**src/rtl/rom_arb_pkg.sv**
```systemverilog
// rom_arb_pkg: shared types, constants and the round-robin pick function
// for the ROM read arbiter.
//   pwr_state_e : power sequencing FSM states (OFF, WAKE, ON)
//   RD_LAT      : grant-to-read-data latency in cycles
//   MAX_REQ     : upper bound on requester count supported by rr_pick
//   rr_pick     : one-hot round-robin winner from a request vector and pointer
package rom_arb_pkg;

    typedef enum logic [1:0] {
        OFF  = 2'd0,
        WAKE = 2'd1,
        ON   = 2'd2
    } pwr_state_e;

    localparam int unsigned RD_LAT  = 2;
    localparam int unsigned MAX_REQ = 8;

    // Scans from ptr upward, wrapping modulo nreq; first set request wins.
    // Vectors are sized for MAX_REQ; bits at or above nreq are ignored.
    function automatic logic [MAX_REQ-1:0] rr_pick(
        input logic [MAX_REQ-1:0] req,
        input logic [2:0]         ptr,
        input int unsigned        nreq
    );
        logic [MAX_REQ-1:0] pick;
        logic               found;
        logic [2:0]         idx;
        pick  = '0;
        found = 1'b0;
        for (int unsigned k = 0; k < MAX_REQ; k++) begin
            idx = 3'((32'(ptr) + k) % nreq);
            if (k < nreq && !found && req[idx]) begin
                pick[idx] = 1'b1;
                found     = 1'b1;
            end
        end
        return pick;
    endfunction

endpackage

```
**src/rtl/rom_rd_arbiter_if.sv**
```systemverilog
// rom_rd_arbiter_if: client-side read bus of the ROM arbiter.
//   ireq     : per-requester read request, held until granted
//   iaddr    : per-requester address, slice i = [i*ADDR_W +: ADDR_W]
//   ogrant   : one-hot accept strobe
//   ordvalid : one-hot read-data valid
//   ordata   : read data qualified by ordvalid
// master = requester side, slave = arbiter side.
interface rom_rd_arbiter_if #(
    parameter int unsigned NREQ   = 4,
    parameter int unsigned ADDR_W = 11,
    parameter int unsigned DATA_W = 16
);
    logic [NREQ-1:0]        ireq;
    logic [NREQ*ADDR_W-1:0] iaddr;
    logic [NREQ-1:0]        ogrant;
    logic [NREQ-1:0]        ordvalid;
    logic [DATA_W-1:0]      ordata;

    modport master (
        output ireq,
        output iaddr,
        input  ogrant,
        input  ordvalid,
        input  ordata
    );

    modport slave (
        input  ireq,
        input  iaddr,
        output ogrant,
        output ordvalid,
        output ordata
    );
endinterface

```
**src/rtl/rom_arb_rr.sv**
```systemverilog
// rom_arb_rr: purely combinational round-robin picker.
//   ireq    : request vector
//   iptr    : round-robin pointer (highest-priority index)
//   owinner : one-hot winner (zero when no request)
//   oidx    : binary index of the winner (zero when no request)
module rom_arb_rr
    import rom_arb_pkg::*;
#(
    parameter int unsigned NREQ  = 4,
    parameter int unsigned PTR_W = $clog2(NREQ)
) (
    input  logic [NREQ-1:0]  ireq,
    input  logic [PTR_W-1:0] iptr,
    output logic [NREQ-1:0]  owinner,
    output logic [2:0]       oidx
);

    logic [MAX_REQ-1:0] pick;

    always_comb begin
        pick    = rr_pick(MAX_REQ'(ireq), 3'(iptr), NREQ);
        owinner = pick[NREQ-1:0];
        oidx    = '0;
        for (int unsigned i = 0; i < MAX_REQ; i++) begin
            if (pick[i]) begin
                oidx = 3'(i);
            end
        end
    end

endmodule

```
**src/rtl/rom_rd_arbiter.sv**
```systemverilog
// rom_rd_arbiter: shares one 1R0W latch-based ROM macro among NREQ requesters.
// Round-robin, one read per cycle, grant-to-ordvalid latency of 2 cycles.
// The ROM is powered down while idle and woken on demand.
//   ickr           : clock (also drives the ROM clock)
//   irstb          : async active-low reset
//   bus            : client read bus (ireq/iaddr in, ogrant/ordvalid/ordata out)
//   iforce_on      : 1 = suppress idle power-down
//   orom_ren       : ROM read enable (flopped)
//   orom_addr      : ROM address (flopped, holds when not reading)
//   irom_dout      : ROM read data
//   orom_pwreninb  : ROM power enable, 0 = powered
//   irom_pwrenoutb : ROM power chain settled when 0
//   opwr_on        : power FSM is in ON
module rom_rd_arbiter
    import rom_arb_pkg::*;
#(
    parameter int unsigned NREQ     = 4,
    parameter int unsigned ADDR_W   = 11,
    parameter int unsigned DATA_W   = 16,
    parameter int unsigned WAKE_MIN = 4,
    parameter int unsigned IDLE_TO  = 64
) (
    input  logic                ickr,
    input  logic                irstb,
    rom_rd_arbiter_if.slave     bus,
    input  logic                iforce_on,
    output logic                orom_ren,
    output logic [ADDR_W-1:0]   orom_addr,
    input  logic [DATA_W-1:0]   irom_dout,
    output logic                orom_pwreninb,
    input  logic                irom_pwrenoutb,
    output logic                opwr_on
);

    localparam int unsigned PTR_W  = $clog2(NREQ);
    localparam int unsigned WCNT_W = (WAKE_MIN > 1) ? $clog2(WAKE_MIN) : 1;
    localparam int unsigned ICNT_W = $clog2(IDLE_TO);
    localparam logic [WCNT_W-1:0] WAKE_LAST = WCNT_W'(WAKE_MIN - 1);
    localparam logic [ICNT_W-1:0] IDLE_LAST = ICNT_W'(IDLE_TO - 1);

    pwr_state_e          state;
    logic [WCNT_W-1:0]   wake_cnt;
    logic [ICNT_W-1:0]   idle_cnt;
    logic [PTR_W-1:0]    rr_ptr;
    logic [PTR_W-1:0]    ptr_next;
    logic [NREQ-1:0]     winner;
    logic [2:0]          win_idx;
    logic [NREQ-1:0]     grant;
    logic [ADDR_W-1:0]   win_addr;
    logic                in_flight;
    logic [DATA_W-1:0]   rd_data;
    // Winner one-hot per pipeline stage; the last stage is ordvalid itself.
    logic [NREQ-1:0]     tag_q [RD_LAT];

    rom_arb_rr #(
        .NREQ  (NREQ),
        .PTR_W (PTR_W)
    ) u_rr (
        .ireq    (bus.ireq),
        .iptr    (rr_ptr),
        .owinner (winner),
        .oidx    (win_idx)
    );

    assign grant        = (state == ON) ? winner : '0;
    assign ptr_next     = PTR_W'((32'(win_idx) + 1) % NREQ);
    assign bus.ogrant   = grant;
    assign bus.ordvalid = tag_q[RD_LAT-1];
    assign bus.ordata   = rd_data;

    always_comb begin
        win_addr = '0;
        for (int unsigned i = 0; i < NREQ; i++) begin
            if (winner[i]) begin
                win_addr = bus.iaddr[i*ADDR_W +: ADDR_W];
            end
        end
        // A read is in flight from issue until the stage feeding ordvalid empties.
        in_flight = 1'b0;
        for (int unsigned s = 0; s < RD_LAT - 1; s++) begin
            in_flight = in_flight | (|tag_q[s]);
        end
    end

    // Power sequencing FSM with wake and idle counters.
    always_ff @(posedge ickr or negedge irstb) begin
        if (!irstb) begin
            state         <= OFF;
            wake_cnt      <= '0;
            idle_cnt      <= '0;
            orom_pwreninb <= 1'b1;
            opwr_on       <= 1'b0;
        end else begin
            case (state)
                OFF: begin
                    if (|bus.ireq) begin
                        state         <= WAKE;
                        wake_cnt      <= '0;
                        orom_pwreninb <= 1'b0;
                    end
                end
                WAKE: begin
                    if (wake_cnt >= WAKE_LAST && !irom_pwrenoutb) begin
                        state    <= ON;
                        opwr_on  <= 1'b1;
                        idle_cnt <= '0;
                    end else if (wake_cnt < WAKE_LAST) begin
                        wake_cnt <= wake_cnt + 1'b1;
                    end
                end
                ON: begin
                    // A request in the terminal idle cycle is checked first, so it
                    // keeps the ROM on and is granted in that same cycle.
                    if ((|bus.ireq) || in_flight) begin
                        idle_cnt <= '0;
                    end else if (idle_cnt == IDLE_LAST) begin
                        if (!iforce_on) begin
                            state         <= OFF;
                            orom_pwreninb <= 1'b1;
                            opwr_on       <= 1'b0;
                            idle_cnt      <= '0;
                        end
                    end else begin
                        idle_cnt <= idle_cnt + 1'b1;
                    end
                end
                default: begin
                    state         <= OFF;
                    orom_pwreninb <= 1'b1;
                    opwr_on       <= 1'b0;
                end
            endcase
        end
    end

    // Issue flops, round-robin pointer and read-return tag pipeline.
    always_ff @(posedge ickr or negedge irstb) begin
        if (!irstb) begin
            rr_ptr    <= '0;
            orom_ren  <= 1'b0;
            orom_addr <= '0;
            rd_data   <= '0;
            for (int unsigned s = 0; s < RD_LAT; s++) begin
                tag_q[s] <= '0;
            end
        end else begin
            orom_ren <= |grant;
            if (|grant) begin
                orom_addr <= win_addr;
                rr_ptr    <= ptr_next;
            end
            tag_q[0] <= grant;
            for (int unsigned s = 1; s < RD_LAT; s++) begin
                tag_q[s] <= tag_q[s-1];
            end
            // Capture only when a read returns so ordata stays quiet otherwise.
            if (|tag_q[RD_LAT-2]) begin
                rd_data <= irom_dout;
            end
        end
    end

endmodule

```
**src/flat_wrapper.sv**
```systemverilog
// flat-port wrapper written by rule: the top's interface ports become plain ports
module rom_rd_arbiter_flat import rom_arb_pkg::*;
#(
    parameter int unsigned NREQ     = 4,
    parameter int unsigned ADDR_W   = 11,
    parameter int unsigned DATA_W   = 16,
    parameter int unsigned WAKE_MIN = 4,
    parameter int unsigned IDLE_TO  = 64
)
  (ickr, irstb, iforce_on, orom_ren, orom_addr, irom_dout, orom_pwreninb, irom_pwrenoutb, opwr_on, bus_ireq, bus_iaddr, bus_ogrant, bus_ordvalid, bus_ordata);
  rom_rd_arbiter_if #(.NREQ(NREQ), .ADDR_W(ADDR_W), .DATA_W(DATA_W)) bus_i ();
  input  logic ickr;
  input  logic irstb;
  input  logic iforce_on;
  output logic orom_ren;
  output logic [ADDR_W-1:0] orom_addr;
  input  logic [DATA_W-1:0] irom_dout;
  output logic orom_pwreninb;
  input  logic irom_pwrenoutb;
  output logic opwr_on;
  input wire logic [$bits(bus_i.ireq)-1:0] bus_ireq;
  input wire logic [$bits(bus_i.iaddr)-1:0] bus_iaddr;
  output wire logic [$bits(bus_i.ogrant)-1:0] bus_ogrant;
  output wire logic [$bits(bus_i.ordvalid)-1:0] bus_ordvalid;
  output wire logic [$bits(bus_i.ordata)-1:0] bus_ordata;
  assign bus_i.ireq = bus_ireq;
  assign bus_i.iaddr = bus_iaddr;
  assign bus_ogrant = bus_i.ogrant;
  assign bus_ordvalid = bus_i.ordvalid;
  assign bus_ordata = bus_i.ordata;
  rom_rd_arbiter #(.NREQ(NREQ), .ADDR_W(ADDR_W), .DATA_W(DATA_W), .WAKE_MIN(WAKE_MIN), .IDLE_TO(IDLE_TO)) u_core (.ickr(ickr), .irstb(irstb), .bus(bus_i), .iforce_on(iforce_on), .orom_ren(orom_ren), .orom_addr(orom_addr), .irom_dout(irom_dout), .orom_pwreninb(orom_pwreninb), .irom_pwrenoutb(irom_pwrenoutb), .opwr_on(opwr_on));
endmodule
```
**config.mk**
```make
export PLATFORM = sky130hd
export DESIGN_NAME = rom_rd_arbiter_flat
export DESIGN_NICKNAME = d
export VERILOG_FILES = /design/src/rtl/rom_arb_pkg.sv /design/src/rtl/rom_rd_arbiter_if.sv /design/src/rtl/rom_arb_rr.sv /design/src/rtl/rom_rd_arbiter.sv /design/src/flat_wrapper.sv
export SDC_FILE = /design/constraint.sdc
export NUM_CORES = 1
export LEC_CHECK = 0
export CAP_MARGIN = 20
export CORE_MARGIN = 1
export CORE_UTILIZATION = 25
export CTS_CLUSTER_SIZE = 20
export DETAILED_ROUTE_END_ITERATION = 16
export GPL_TIMING_DRIVEN = 0
export SLEW_MARGIN = 10
export SYNTH_ARGS = -nofsm -noshare
export SYNTH_HDL_FRONTEND = slang
export SYNTH_SLANG_ARGS = --single-unit
```
**constraint.sdc**
```tcl
create_clock -name ickr -period 4.5 [get_ports ickr]
set_input_delay 1.35 -clock ickr [delete_from_list [all_inputs] [get_ports ickr]]
set_output_delay 1.35 -clock ickr [all_outputs]
set_load 0.01 [all_outputs]
```
==> results.json <==
{
  "io_buffers": 105,
  "dieArea_um2": 11310,
  "multi_input_area_um2": 1454,
  "fillers": 1024,
  "ioPinCount": 106,
  "clock_path_buffers": 2,
  "period_share_pct": 96.81,
  "utilization_pct": 40.65,
  "die_w_um": 106.4,
  "area_growth_pct": 56.20,
  "clkTransAtPathRegs_ns": 0.10,
  "synth-simple-area-share_pct": 20.17,
  "slew_headroom_pct": 56.99,
  "synthXorXnorAreaFrac_pct": 0,
  "regArea_um2": 1254,
  "critPathBufInv": 3,
  "place_area_um2": 3959,
  "cts_made_buffers": 5,
  "die_h_um": 106.4,
  "muxShareOfSynthArea_pct": 9.467,
  "drt-pass1-iter-count": 4,
  "crit_required_ns": 3.15,
  "h-tree-depth": 2,
  "wl_um": 7942,
  "initial_utilization_pct": 26.02,
  "antenna_found_initial": 0,
  "status": "complete, no violations",
  "clockRootBuffer": "clkbuf_8",
  "hold_buffers": 0,
  "grt_max_degree": 35,
  "ir_drop_mv": 0.2471,
  "grt_pass1_wl_um": 12800,
  "cap_viol_max_count": 0,
  "ys_top_cells_by_count": "dfrtp_1, nor2_1, nand2_1",
  "synth_edf_count": 0,
  "stdcell_area_um2": 4253,
  "grt_overflow": 0,
  "holdPathStages": 0,
  "finalMaxSlewViolations": 0,
  "ys_async_sr_fraction_pct": 100.0,
  "final_hold_viol_count": 0,
  "cp_slowest_stage_delay_ns": 0.57,
  "worst_slew_pin_slew_ns": 0.6392,
  "yosys-top-cells-area": "dfrtp_1, mux2_1, nor2_1, nand2_1, ha_1",
  "crit_family": "multiplexers",
  "grtUsageTotal_pct": 14.09,
  "crit_cells": 7,
  "max_freq_mhz": 229.6,
  "cp_cell_sequence": "buf_2, mux4_2, buf_4, a22o_1, a221oi_2, nor2_2, buf_2",
  "synthFlopType": "dfrtp_1",
  "crit_top_cell": "buf_2",
  "layout_min_cycle_time_ns": 4.356,
  "clock_skew_ns": 0.007654,
  "synthMostInstantiatedCell": "dfrtp_1",
  "power_density_nw_per_um2": 599.6,
  "min_path_type": "reg -> reg",
  "setup_violations": 0,
  "start_kind": "primary input",
  "ys_types": 46,
  "place_hpwl_um": 5709,
  "synth_top_family_by_area": "simple AND/OR/NAND/NOR gates",
  "std_cell_rows": 37,
  "synth_fa_ha_area_share_pct": 3.676,
  "worstRegToRegCells": 12,
  "drtAntennaViolNets": 0,
  "drt-wirelength-per-cell_um": 14.82,
  "rsz0062_at_grt": "no",
  "path_class": "in -> out",
  "worstPathArrival_ns": 3.01,
  "clk_latency_ns": 0.31,
  "synth_area_um2": 2723,
  "critPathSlowestCell": "mux4_2",
  "gp_congestion": 0.8101,
  "yosysWarnings": 0,
  "vias_per_cell": 4.974,
  "drt_iter0_markers": 81,
  "layout-drive-gt1-share_pct": 18.75,
  "cellLeakagePower_uw": 0.001803,
  "core_area_um2": 10460,
  "synth_top_cell_by_area": "dfrtp_1",
  "ys_seq_elements": 50,
  "first_global_vias": 2633,
  "syn_inst": 271,
  "antenna_cells": 0,
  "synth_compound_area_share_pct": 16.54,
  "syn_avg_cell_area_um2": 10.05,
  "cts_tree": "yes",
  "yosysTopAreaCellShare_pct": 45.04,
  "cp-end-kind": "output port",
  "syn-num-nets": 347,
  "cts_sinks": 50,
  "nets": 475,
  "vias": 2666,
  "yosysSeqAreaShare_pct": 46.00,
  "worstPathMaxFanout": 8,
  "route.detailed.drc": 0
}
==> what timing repair did <==
action	4_1_cts	5_1_grt
pin swaps	3	2
resized for setup	48	9
setup buffers	13	1
endpoints found under the setup margin	4	4
==> final cells by class <==
type / instances / share of cell area, %
clock inverter: 3 / 0.6767
sequential: 50 / 29.48
clock buffer: 5 / 1.618
buffer: 17 / 2.913
multi-input combinational: 200 / 34.19
timing repair buffer: 121 / 26.77
inverter: 4 / 0.3530
tap: 136 / 4.001
==> worst paths after layout <==
kind | from | slack [ns] | to
max | bus_ireq[3] | 0.14 | bus_ogrant[0]
max in group asynchronous | irstb | 2.95 | u_core.orom_pwreninb$_DFFE_PN1P_
max reg2reg | u_core.rr_ptr[1]$_DFFE_PN0P_ | 1.07 | u_core.orom_addr[8]$_DFFE_PN0P_
min in group asynchronous | irstb | 0.95 | u_core.bus.ordata[13]$_DFFE_PN0P_
min | u_core.tag_q[6]$_DFF_PN0_ | 0.40 | u_core.bus.ordvalid[2]$_DFF_PN0_
min reg2reg | u_core.tag_q[6]$_DFF_PN0_ | 0.40 | u_core.bus.ordvalid[2]$_DFF_PN0_
==> cells by family (layout without fill, tap and decap cells) <==
| family | after synthesis | after routing |
|---|---|---|
| muxes | 20 | 20 |
| AOI/OAI and AO/OA | 63 | 63 |
| DFF | 50 | 50 |
| buffers and inverters | 21 | 150 |
| and+or+nand+nor | 109 | 109 |
| adders and majority gates | 8 | 8 |
==> state kept, by name, summed over array words and instances (netlist names) <==
| register | count |
|---|---|
| u_core.bus.ordata | 16 |
| u_core.tag_q | 4 |
| u_core.opwr_on | 1 |
| u_core.rr_ptr | 2 |
| u_core.orom_pwreninb | 1 |
| u_core.idle_cnt | 6 |
| u_core.orom_ren | 1 |
| u_core.wake_cnt | 2 |
| u_core.state | 2 |
| u_core.orom_addr | 11 |
| u_core.bus.ordvalid | 4 |
==> metrics by stage <==
step	TNS [ns]	cells	power (uW)	hold slack (ns)	setup slack (ns)
after floorplan	0	271	1510	0.3721	0.2508
after global placement	-3.605	512	2011	0.3820	-1.159
after detailed placement	-3.695	513	2035	0.3810	-1.186
after CTS	0	534	2519	0.3968	0.01875
after global routing	0	536	2740	0.4084	0.05465
final	0	536	2550	0.4007	0.1437
==> layout by cell type, fill, tap and decap left out, drive strengths merged, types with 3 or more instances in the layout <==
master         count
mux4               3
a21oi             14
clkdlybuf4s50     96
nor2              29
mux2              16
buf               35
and3              13
nand2b             4
a221oi             3
dfrtp             49
a22o               3
nand2             27
o21ai             18
a221o              3
o31ai             12
ha                 8
nor3               4
clkbuf            12
inv                5
nand4             12
nand3             13
==> per-layer routing <==
metal  global-route usage [%]  wire length (um)
met5                        0                 0
met4                    2.877                81
met3                    3.188               596
met2                    23.79              3707
met1                    18.33              3557
==> power breakdown <==
part           leakage, uW  switching [uW]  internal [uW]
logic              0.00112             797            786
clock network    0.0000502             164            116
registers         0.000631            92.1            595
total              0.00180            1050           1500
Power figures use the tool's default switching activity.
